--- src/rtl/arcade_input_pkg.sv ---
// arcade_input_pkg: joystick bit map and coin FSM states shared by the input conditioner
package arcade_input_pkg;
  localparam int J_RIGHT  = 0;
  localparam int J_LEFT   = 1;
  localparam int J_DOWN   = 2;
  localparam int J_UP     = 3;
  localparam int J_FIRE   = 4;
  localparam int J_START1 = 5;
  localparam int J_START2 = 6;
  localparam int J_COIN   = 7;
  typedef enum logic [1:0] {IDLE, PULSE, GAP} coin_state_t;
endpackage

--- src/rtl/arcade_coin_pulser.sv ---
// arcade_coin_pulser: coin edge queue turned into frame-timed pulses with a minimum low gap
module arcade_coin_pulser
  import arcade_input_pkg::*;
#(
  parameter int COIN_FRAMES = 3,
  parameter int COIN_GAP    = 2,
  parameter int COIN_QUEUE  = 3
) (
  input  logic clk_sys,
  input  logic reset_n,
  input  logic coin_src,
  input  logic tick,
  output logic coin_out
);
  localparam int PW = $clog2(COIN_QUEUE + 1);
  localparam int CW = $clog2((COIN_FRAMES > COIN_GAP ? COIN_FRAMES : COIN_GAP) + 1);
  coin_state_t state_q, state_d;
  logic [PW-1:0] pend_q, pend_d;
  logic [CW-1:0] cnt_q, cnt_d;
  logic coin_prev_q, edge_c, take;
  always_comb begin
    edge_c = coin_src & ~coin_prev_q;
    take = (state_q == IDLE) && (pend_q != '0);
    pend_d = pend_q;
    if (edge_c && !take && pend_q != PW'(COIN_QUEUE)) pend_d = pend_q + 1'b1;
    else if (take && !edge_c) pend_d = pend_q - 1'b1;
    state_d = state_q;
    cnt_d = cnt_q;
    if (take) begin
      state_d = PULSE;
      cnt_d = '0;
    end else if (tick && state_q == PULSE) begin
      if (cnt_q == CW'(COIN_FRAMES - 1)) begin
        state_d = GAP;
        cnt_d = '0;
      end else cnt_d = cnt_q + 1'b1;
    end else if (tick && state_q == GAP) begin
      if (cnt_q == CW'(COIN_GAP - 1)) begin
        state_d = IDLE;
        cnt_d = '0;
      end else cnt_d = cnt_q + 1'b1;
    end
  end
  always_ff @(posedge clk_sys or negedge reset_n) begin
    if (!reset_n) begin
      state_q <= IDLE;
      pend_q <= '0;
      cnt_q <= '0;
      coin_prev_q <= 1'b0;
    end else begin
      state_q <= state_d;
      pend_q <= pend_d;
      cnt_q <= cnt_d;
      coin_prev_q <= coin_src;
    end
  end
  assign coin_out = (state_q == PULSE);
endmodule

--- src/rtl/arcade_input_cond.sv ---
// arcade_input_cond: per-player routing, autofire and queued coin pulses between hps_io and the core
module arcade_input_cond
  import arcade_input_pkg::*;
#(
  parameter int NUM_PLAYERS = 2,
  parameter int JOY_W       = 16,
  parameter int COIN_FRAMES = 3,
  parameter int COIN_GAP    = 2,
  parameter int COIN_QUEUE  = 3,
  parameter int AF_FRAMES   = 2
) (
  input  logic                     clk_sys,
  input  logic                     reset_n,
  input  logic [NUM_PLAYERS*JOY_W-1:0] joy_in,
  input  logic                     vblank,
  input  logic                     share_mode,
  input  logic [NUM_PLAYERS-1:0]   autofire_en,
  output logic [NUM_PLAYERS*4-1:0] dir_out,
  output logic [NUM_PLAYERS-1:0]   fire_out,
  output logic                     start1,
  output logic                     start2,
  output logic [NUM_PLAYERS-1:0]   coin_out,
  output logic                     frame_tick
);
  localparam int AW = $clog2(AF_FRAMES + 1);
  logic [JOY_W-1:0] any_pad;
  logic [JOY_W-1:0] src [NUM_PLAYERS];
  logic [NUM_PLAYERS-1:0] coin_src, fire_q, fire_d, af_on_q, af_on_d;
  logic [AW-1:0] af_cnt_q [NUM_PLAYERS];
  logic [AW-1:0] af_cnt_d [NUM_PLAYERS];
  logic [NUM_PLAYERS*4-1:0] dir_q, dir_d;
  logic start1_q, start1_d, start2_q, start2_d, vblank_q, frame_tick_q, frame_tick_d;
  always_comb begin
    any_pad = '0;
    for (int p = 0; p < NUM_PLAYERS; p++) any_pad = any_pad | joy_in[p*JOY_W +: JOY_W];
    coin_src = '0;
    dir_d = '0;
    for (int p = 0; p < NUM_PLAYERS; p++) begin
      src[p] = share_mode ? any_pad : joy_in[p*JOY_W +: JOY_W];
      // shared coin credits only player 0 so one drop never yields N credits
      coin_src[p] = share_mode ? (p == 0) && any_pad[J_COIN] : src[p][J_COIN];
      dir_d[p*4 +: 4] = {src[p][J_UP], src[p][J_DOWN], src[p][J_LEFT], src[p][J_RIGHT]};
    end
    start1_d = any_pad[J_START1];
    start2_d = any_pad[J_START2];
    frame_tick_d = vblank & ~vblank_q;
  end
  always_comb begin
    fire_d = fire_q;
    af_cnt_d = af_cnt_q;
    af_on_d = '0;
    for (int p = 0; p < NUM_PLAYERS; p++) begin
      af_on_d[p] = src[p][J_FIRE] & autofire_en[p];
      if (!af_on_d[p] || !af_on_q[p]) begin
        fire_d[p] = src[p][J_FIRE];
        af_cnt_d[p] = '0;
      end else if (frame_tick_q) begin
        if (af_cnt_q[p] == AW'(AF_FRAMES - 1)) begin
          fire_d[p] = ~fire_q[p];
          af_cnt_d[p] = '0;
        end else af_cnt_d[p] = af_cnt_q[p] + 1'b1;
      end
    end
  end
  always_ff @(posedge clk_sys or negedge reset_n) begin
    if (!reset_n) begin
      dir_q <= '0;
      fire_q <= '0;
      af_on_q <= '0;
      af_cnt_q <= '{default: '0};
      start1_q <= 1'b0;
      start2_q <= 1'b0;
      vblank_q <= 1'b0;
      frame_tick_q <= 1'b0;
    end else begin
      dir_q <= dir_d;
      fire_q <= fire_d;
      af_on_q <= af_on_d;
      af_cnt_q <= af_cnt_d;
      start1_q <= start1_d;
      start2_q <= start2_d;
      vblank_q <= vblank;
      frame_tick_q <= frame_tick_d;
    end
  end
  for (genvar i = 0; i < NUM_PLAYERS; i++) begin : g_coin
    arcade_coin_pulser #(
      .COIN_FRAMES(COIN_FRAMES),
      .COIN_GAP(COIN_GAP),
      .COIN_QUEUE(COIN_QUEUE)
    ) u_pulser (
      .clk_sys(clk_sys),
      .reset_n(reset_n),
      .coin_src(coin_src[i]),
      .tick(frame_tick_q),
      .coin_out(coin_out[i])
    );
  end
  assign dir_out = dir_q;
  assign fire_out = fire_q;
  assign start1 = start1_q;
  assign start2 = start2_q;
  assign frame_tick = frame_tick_q;
endmodule
--- config.mk ---
export PLATFORM = sky130hd
export DESIGN_NAME = arcade_input_cond
export DESIGN_NICKNAME = d
export VERILOG_FILES = /design/src/rtl/arcade_input_pkg.sv /design/src/rtl/arcade_coin_pulser.sv /design/src/rtl/arcade_input_cond.sv
export SDC_FILE = /design/constraint.sdc
export NUM_CORES = 1
export LEC_CHECK = 0
export ABC_AREA = 1
export BUFFER_PORTS_ARGS = -buffer_cell sky130_fd_sc_hd__buf_2
export CORE_ASPECT_RATIO = 0.75
export CORE_UTILIZATION = 30
export CTS_CLUSTER_DIAMETER = 150
export DETAILED_ROUTE_END_ITERATION = 16
export HOLD_SLACK_MARGIN = 0.03
export SLEW_MARGIN = 5
export SYNTH_ARGS = -nofsm -noshare
export SYNTH_HDL_FRONTEND = slang
export SYNTH_SLANG_ARGS = --single-unit
--- constraint.sdc ---
create_clock -name clk_sys -period 1.16 [get_ports clk_sys]
set_input_delay 0.232 -clock clk_sys [delete_from_list [all_inputs] [get_ports clk_sys]]
set_output_delay 0.232 -clock clk_sys [all_outputs]
set_load 0.01 [all_outputs]
==> run_results.csv, run 1 <==
group,metric,value,unit
outcome,status,"finished, violations left",
outcome,violations,"design-rule violations, negative setup slack",
job,drv_cap,0,
worst_setup_path,worst_setup_path_end_kind,"output pin",
sta,timing.final.ws_setup,-68.4,ps
sta,worst_pin_slew,258,ps
sta,slew_headroom,82.8,%
clock_network,cts_tree,"done",
global_routing,grt_pass1_vias,1202,
detailed_routing,drtIter0Drc,21,
global_routing,grt_pass1_wl,5.04,mm
yosys,syn-cell-area,0.00151,mm^2
placed_design,place_congestion,0.787,
power_and_ir_drop,p_seq_share,37.7,%
clock_network,cts_root_buf,"clkbuf_8",
sta,finalSetupViolCount,4,
floorplanning,initial_core_util,32.5,%
layout,nNetsFinal,280,
detailed_routing,wl_per_cell,9.85,um
sta,fin_hold_ws,76.8,ps
yosys,synth_top_area_cell,"dfrtp_1",
yosys,yosysSeqAreaShare,56.3,%
power_and_ir_drop,p_leak,0.00108,uW
power_and_ir_drop,clkPwrFrac,24.0,%
global_routing,grt_max_degree,35,
power_and_ir_drop,swShare,34.1,%
detailed_routing,ant_nets,0,
yosys,ys.warnings.count,0,
detailed_routing,vias_per_cell,4.37,
sta,period_minus_slack,1230,ps
worst_setup_path,crit_path_max_fanout,4,
sta,rsz0062_at_grt,"yes",
worst_setup_path,cp_num_cells,3,
clock_network,cts.htree.levels,2,
yosys,synthCells,185,
floorplanning,io_pins,53,
sta,clock_skew,4.28,ps
clock_network,clkLatencyLatePin,280,ps
worst_setup_path,cp-startpoint,"g_coin[0].u_pulser.state_q[0]",
worst_setup_path,worst-path-buf-inv,2,
detailed_routing,drt_wl_total,2.95,mm
floorplanning,rows,21,
yosys,ys_types,20,
worst_setup_path,r2r_slack,0,ps
yosys,async_reset_ff_share,100,%
yosys,syn_avg_cell_area,8.17,um^2
layout,final_cells,300,
yosys,yosysMostFrequentCell,"nand2_1",
clock_network,clockBufferDepth,2,
global_routing,grt.total_usage,12.1,%
detailed_routing,drt_first_pass_iters,10,
placed_design,dp.cells,283,
yosys,synth-edff-count,0,
worst_setup_path,cp.arrival,1000,ps
power_and_ir_drop,p_switching,1410,uW
power_and_ir_drop,peakVddDrop,0.617,mV
worst_setup_path,worstSetupStartpointType,"flip-flop",
layout,post-route-util,46.1,%
layout,drive_gt1_share,35.4,%
worst_setup_path,worstSetupPathType,"flip-flop to output pin",
global_routing,grt_overflow,0,
placed_design,place_worst_setup_slack,30.4,ps
worst_setup_path,critical_path.top_delay_family,"flip-flops",
worst_setup_path,rr_startpoint,"g_coin[1].u_pulser.state_q[0]",
global_routing,antenna_found_initial,0,
yosys,synth_ff_type,"dfrtp_1",
worst_setup_path,r2r-end,"g_coin[1].u_pulser.state_q[0]",
min_path,hold_start,"vblank",
detailed_routing,drc,2,
worst_setup_path,cp_slowest_stage_delay,360,ps
placed_design,dpl.hpwl,2.04,mm
floorplanning,die_x,84.0,um
yosys,synth-seq-cells,34,
clock_network,cts.clk_slew.worst_paths,60,ps
detailed_routing,num_vias,1311,
sta,finalHoldViolations,0,
sta,min_period_over_period,106,%
yosys,synth.top_cell.area_share,56.3,%
yosys,syn_nets,223,
worst_setup_path,endpoint,"coin_out[0]",
layout,diodes,0,
layout,areaGrowthSynthToFinish,42.0,%
floorplanning,die_h,63.5,um
sta,fmax,814,MHz
power_and_ir_drop,p_comb_share,38.3,%
clock_network,cts.sinks,34,
worst_setup_path,crit_slowest_cell,"dfrtp_1",
floorplanning,coreArea,0.00465,mm^2
power_and_ir_drop,p_int,2720,uW
clock_network,cts_buffers,5,
yosys,synthTopCellsByCount,"nand2_1 (46), dfrtp_1 (34), inv_1 (26)",
min_path,hold_path_class,"primary input to flip-flop",
worst_setup_path,cp_cell_sequence,"inv_2 -> nor2_2 -> buf_2",
worst_setup_path,reg2regPathDepth,9,
floorplanning,dieArea,0.00533,mm^2
placed_design,port_buffers,36,
power_and_ir_drop,pwr_density_cell,1920,mW/mm^2
sta,slew_viol_final,0,
yosys,yosys-top-cells-area,"dfrtp_1 (56%), nand2_1 (11%), inv_1 (6.5%)",
worst_setup_path,cp.required,930,ps
-- layout by cell type, fill, tap and decap left out, drive strengths merged --
master       synthesis  layout
buf                  3      52
nand2               47      47
dfrtp               34      34
inv                 29      29
nor2                22      22
nand3               19      19
o21ai               17      17
clkbuf               0       8
a21oi                6       6
or2                  2       2
nand3b               2       2
clkinv               1       1
nand4                1       1
a21boi               1       1
and2                 1       1
dlygate4sd3          0       1
-- logic make-up after synthesis --
logic type      Yosys count  share of synthesized area (%)
flops                    34                           56.3
compound gates           24                           8.36
simple gates             94                           26.6
buf+inv                  33                           8.77
-- layer usage --
layer / share of wire [%] / wire [um] / up-vias / track usage, %
li1: - / - / 690 / -
met1: 54 / 1590 / 578 / 17.6
met2: 39 / 1160 / 37 / 16.2
met3: 5.5 / 162 / 6 / 3.80
met4: 1.4 / 42 / 0 / 5.82
met5: 0 / 0 / - / 0
-- state kept, by name, indices dropped and copies added (netlist names) --
register,flops
g_coin.u_pulser.cnt_q,4
start2,1
start1,1
af_cnt_q,4
frame_tick,1
g_coin.u_pulser.coin_prev_q,2
vblank_q,1
g_coin.u_pulser.pend_q,4
g_coin.u_pulser.state_q,4
fire_out,2
af_on_q,2
dir_out,8
-- layout make-up --
type	count	area (um^2)
Multi-Input combinational cell	118	637
Timing Repair Buffer	53	362
Clock buffer	8	110
Sequential cell	34	853
Inverter	30	113
Fill cell	442	2500
Tap cell	57	71.3
-- worst min path at each step --
| stage | endpoint | slack, ps | cells past startpoint |
|---|---|---|---|
| after global routing | vblank_q | 60 | 1 |
| after global placement | g_coin[1].u_pulser.cnt_q[1] | 210 | 2 |
| after CTS | vblank_q | 70 | 1 |
| after floorplan | af_cnt_q[0] | -60 | 0 |
| final | vblank_q | 80 | 1 |
| after detailed placement | g_coin[1].u_pulser.cnt_q[1] | 200 | 2 |
-- worst register-to-register path, stage by stage (launching register included) --
cell      delay, ps
dfrtp_1         380
inv_1           100
nor2_4           50
buf_6           130
nand2_8          80
clkinv_1         80
nand2_1          70
nand2_1          60
nand2_1          60
nand2_1          40
-- metrics by stage --
step	total power [uW]	area, um^2	TNS, ps
floorplan	2350	1510	0
global placement	2690	1820	0
detailed placement	2710	1820	0
CTS	3820	1980	-179
global route	4460	2150	-649
finish	4120	2150	-144
-- power by group through the flow --
stage                     clock (uW)  sequential [uW]  combinational [uW]
after floorplan                    0             1590                 762
after global placement             0             1560                1130
after detailed placement           0             1560                1150
after CTS                       1040             1530                1260
after global routing            1090             1590                1780
final                            991             1550                1580
-- repair_timing --
action / CTS / global route
pin swaps: 2 / 13
endpoints found under the hold margin: 34 / 0
hold buffers: 1 / 0
setup buffers: 3 / 5
resized for setup: 6 / 33
setup endpoints to repair: 3 / 16
Power figures use the tool's default switching activity.
==> run 2, diff against run 1 <==
Settings changed: PLACE_DENSITY from default to 0.51.
==> run_results.csv, run 2 (synthesis results as in run 1) <==
group,metric,value,unit
global_routing,grt_pass1_vias,1148,
floorplanning,initial_core_util,32.5,%
sta,period_minus_slack,1210,ps
layout,diodes,0,
global_routing,antenna_found_initial,0,
sta,rsz0062_at_grt,"yes",
sta,min_period_over_period,104,%
floorplanning,die_h,63.5,um
clock_network,cts_buffers,5,
layout,final_cell_mix,"nand2_1 (41), buf_2 (34), dfrtp_1 (32)",
worst_setup_path,worstSetupStartpointType,"flip-flop",
clock_network,cts_root_buf,"clkbuf_8",
worst_setup_path,crit_path_max_fanout,4,
worst_setup_path,crit_slowest_cell,"dfrtp_2",
power_and_ir_drop,peakVddDrop,0.593,mV
worst_setup_path,worstSetupPathType,"flip-flop to output pin",
clock_network,cts.htree.levels,2,
floorplanning,coreArea,0.00465,mm^2
min_path,hold_path_class,"primary input to flip-flop",
detailed_routing,wl_per_cell,10.4,um
sta,slew_viol_final,0,
clock_network,cts.sinks,34,
clock_network,cts.clk_slew.worst_paths,70,ps
placed_design,place_congestion,0.777,
floorplanning,die_x,84.0,um
global_routing,grt_pass1_wl,5.14,mm
worst_setup_path,cp.arrival,980,ps
worst_setup_path,cp_slowest_stage_delay,460,ps
sta,finalSetupViolCount,8,
layout,areaGrowthSynthToFinish,40.1,%
detailed_routing,num_vias,1269,
floorplanning,io_pins,53,
global_routing,grt.total_usage,12.5,%
placed_design,dp.cells,282,
detailed_routing,drc,7,
worst_setup_path,critical_path.top_delay_family,"flip-flops",
job,drv_cap,0,
layout,post-route-util,45.5,%
layout,nNetsFinal,278,
placed_design,dpl_cell_area,0.00181,mm^2
detailed_routing,drt_wl_total,3.09,mm
layout,fill_cells,456,
layout,final_cells,298,
global_routing,grt_max_degree,35,
layout,largest_reg_flops,8,
worst_setup_path,worst_setup_path_end_kind,"output pin",
power_and_ir_drop,pwr_density_cell,2070,mW/mm^2
worst_setup_path,r2r_slack,-30,ps
detailed_routing,drt_first_pass_iters,13,
layout,drive_gt1_share,34.0,%
placed_design,port_buffers,36,
power_and_ir_drop,p_leak,0.00108,uW
sta,slew_headroom,83.8,%
outcome,violations,"design-rule violations, negative setup slack",
floorplanning,dieArea,0.00533,mm^2
sta,worst_pin_slew,244,ps
worst_setup_path,cp_cell_sequence,"nor2_2 -> buf_2",
sta,finalHoldViolations,0,
sta,timing.final.ws_setup,-47.1,ps
detailed_routing,vias_per_cell,4.26,
outcome,status,"finished, violations left",
layout,final_area,0.00212,mm^2
sta,clock_skew,1.94,ps
sta,fmax,828,MHz
clock_network,clockBufferDepth,2,
clock_network,clkLatencyLatePin,280,ps
placed_design,dpl.hpwl,2.06,mm
global_routing,grt_overflow,0,
layout,mostFrequentLayoutCell,"nand2_1",
clock_network,cts_tree,"done",
detailed_routing,ant_nets,0,
worst_setup_path,cp.required,930,ps
worst_setup_path,worst-path-buf-inv,1,
floorplanning,rows,21,
detailed_routing,drtIter0Drc,51,
## run 2: timing repair
action                     in CTS  in global routing
setup endpoints to repair       3                 15
hold endpoints to repair       34                  0
hold buffers                    1                  0
setup buffers                   5                  2
pin swaps                       2                  7
resized for setup               6                 20
## run 2: stage by stage
stage               total power, uW  setup TNS (ps)  setup WS, ps  hold slack, ps
floorplan                      2350               0           104           -63.6
finish                         4370            -221         -47.1            64.3
global placement               2700               0          16.1             205
global route                   4680            -962          -124            52.8
CTS                            4180            -174         -89.6            56.3
detailed placement             2700               0          25.4             209
## run 2: final cells by class
cell class | count | area (um^2) | share of cell area, %
Timing Repair Buffer | 51 | 332 | 15.7
Clock buffer | 6 | 82.6 | 3.90
Multi-Input combinational cell | 118 | 606 | 28.6
Inverter | 30 | 113 | 5.32
Tap cell | 57 | 71.3 | 3.37
Sequential cell | 34 | 853 | 40.3
Clock inverter | 2 | 60.1 | 2.84
## run 2: routing by layer
metal	GRT usage, %	wire [um]
met3	5.37	222
met1	17.5	1570
met4	5.17	35
met5	0	0
met2	16.7	1260
## run 2: path summary, 6_finish.rpt
kind,start,end,cells past startpoint
max,g_coin[1].u_pulser.state_q[1],coin_out[1],2
min,vblank,vblank_q,1
max reg2reg,g_coin[1].u_pulser.state_q[0],g_coin[1].u_pulser.state_q[0],7
min reg2reg,vblank_q,frame_tick,1
max in group asynchronous,reset_n,g_coin[0].u_pulser.coin_prev_q,3
min in group asynchronous,reset_n,g_coin[1].u_pulser.cnt_q[1],3
## run 2: power by group
part | internal [uW] | switching [uW] | total (uW)
Combinational | 657 | 806 | 1460
Sequential | 1400 | 154 | 1550
Clock | 917 | 441 | 1360
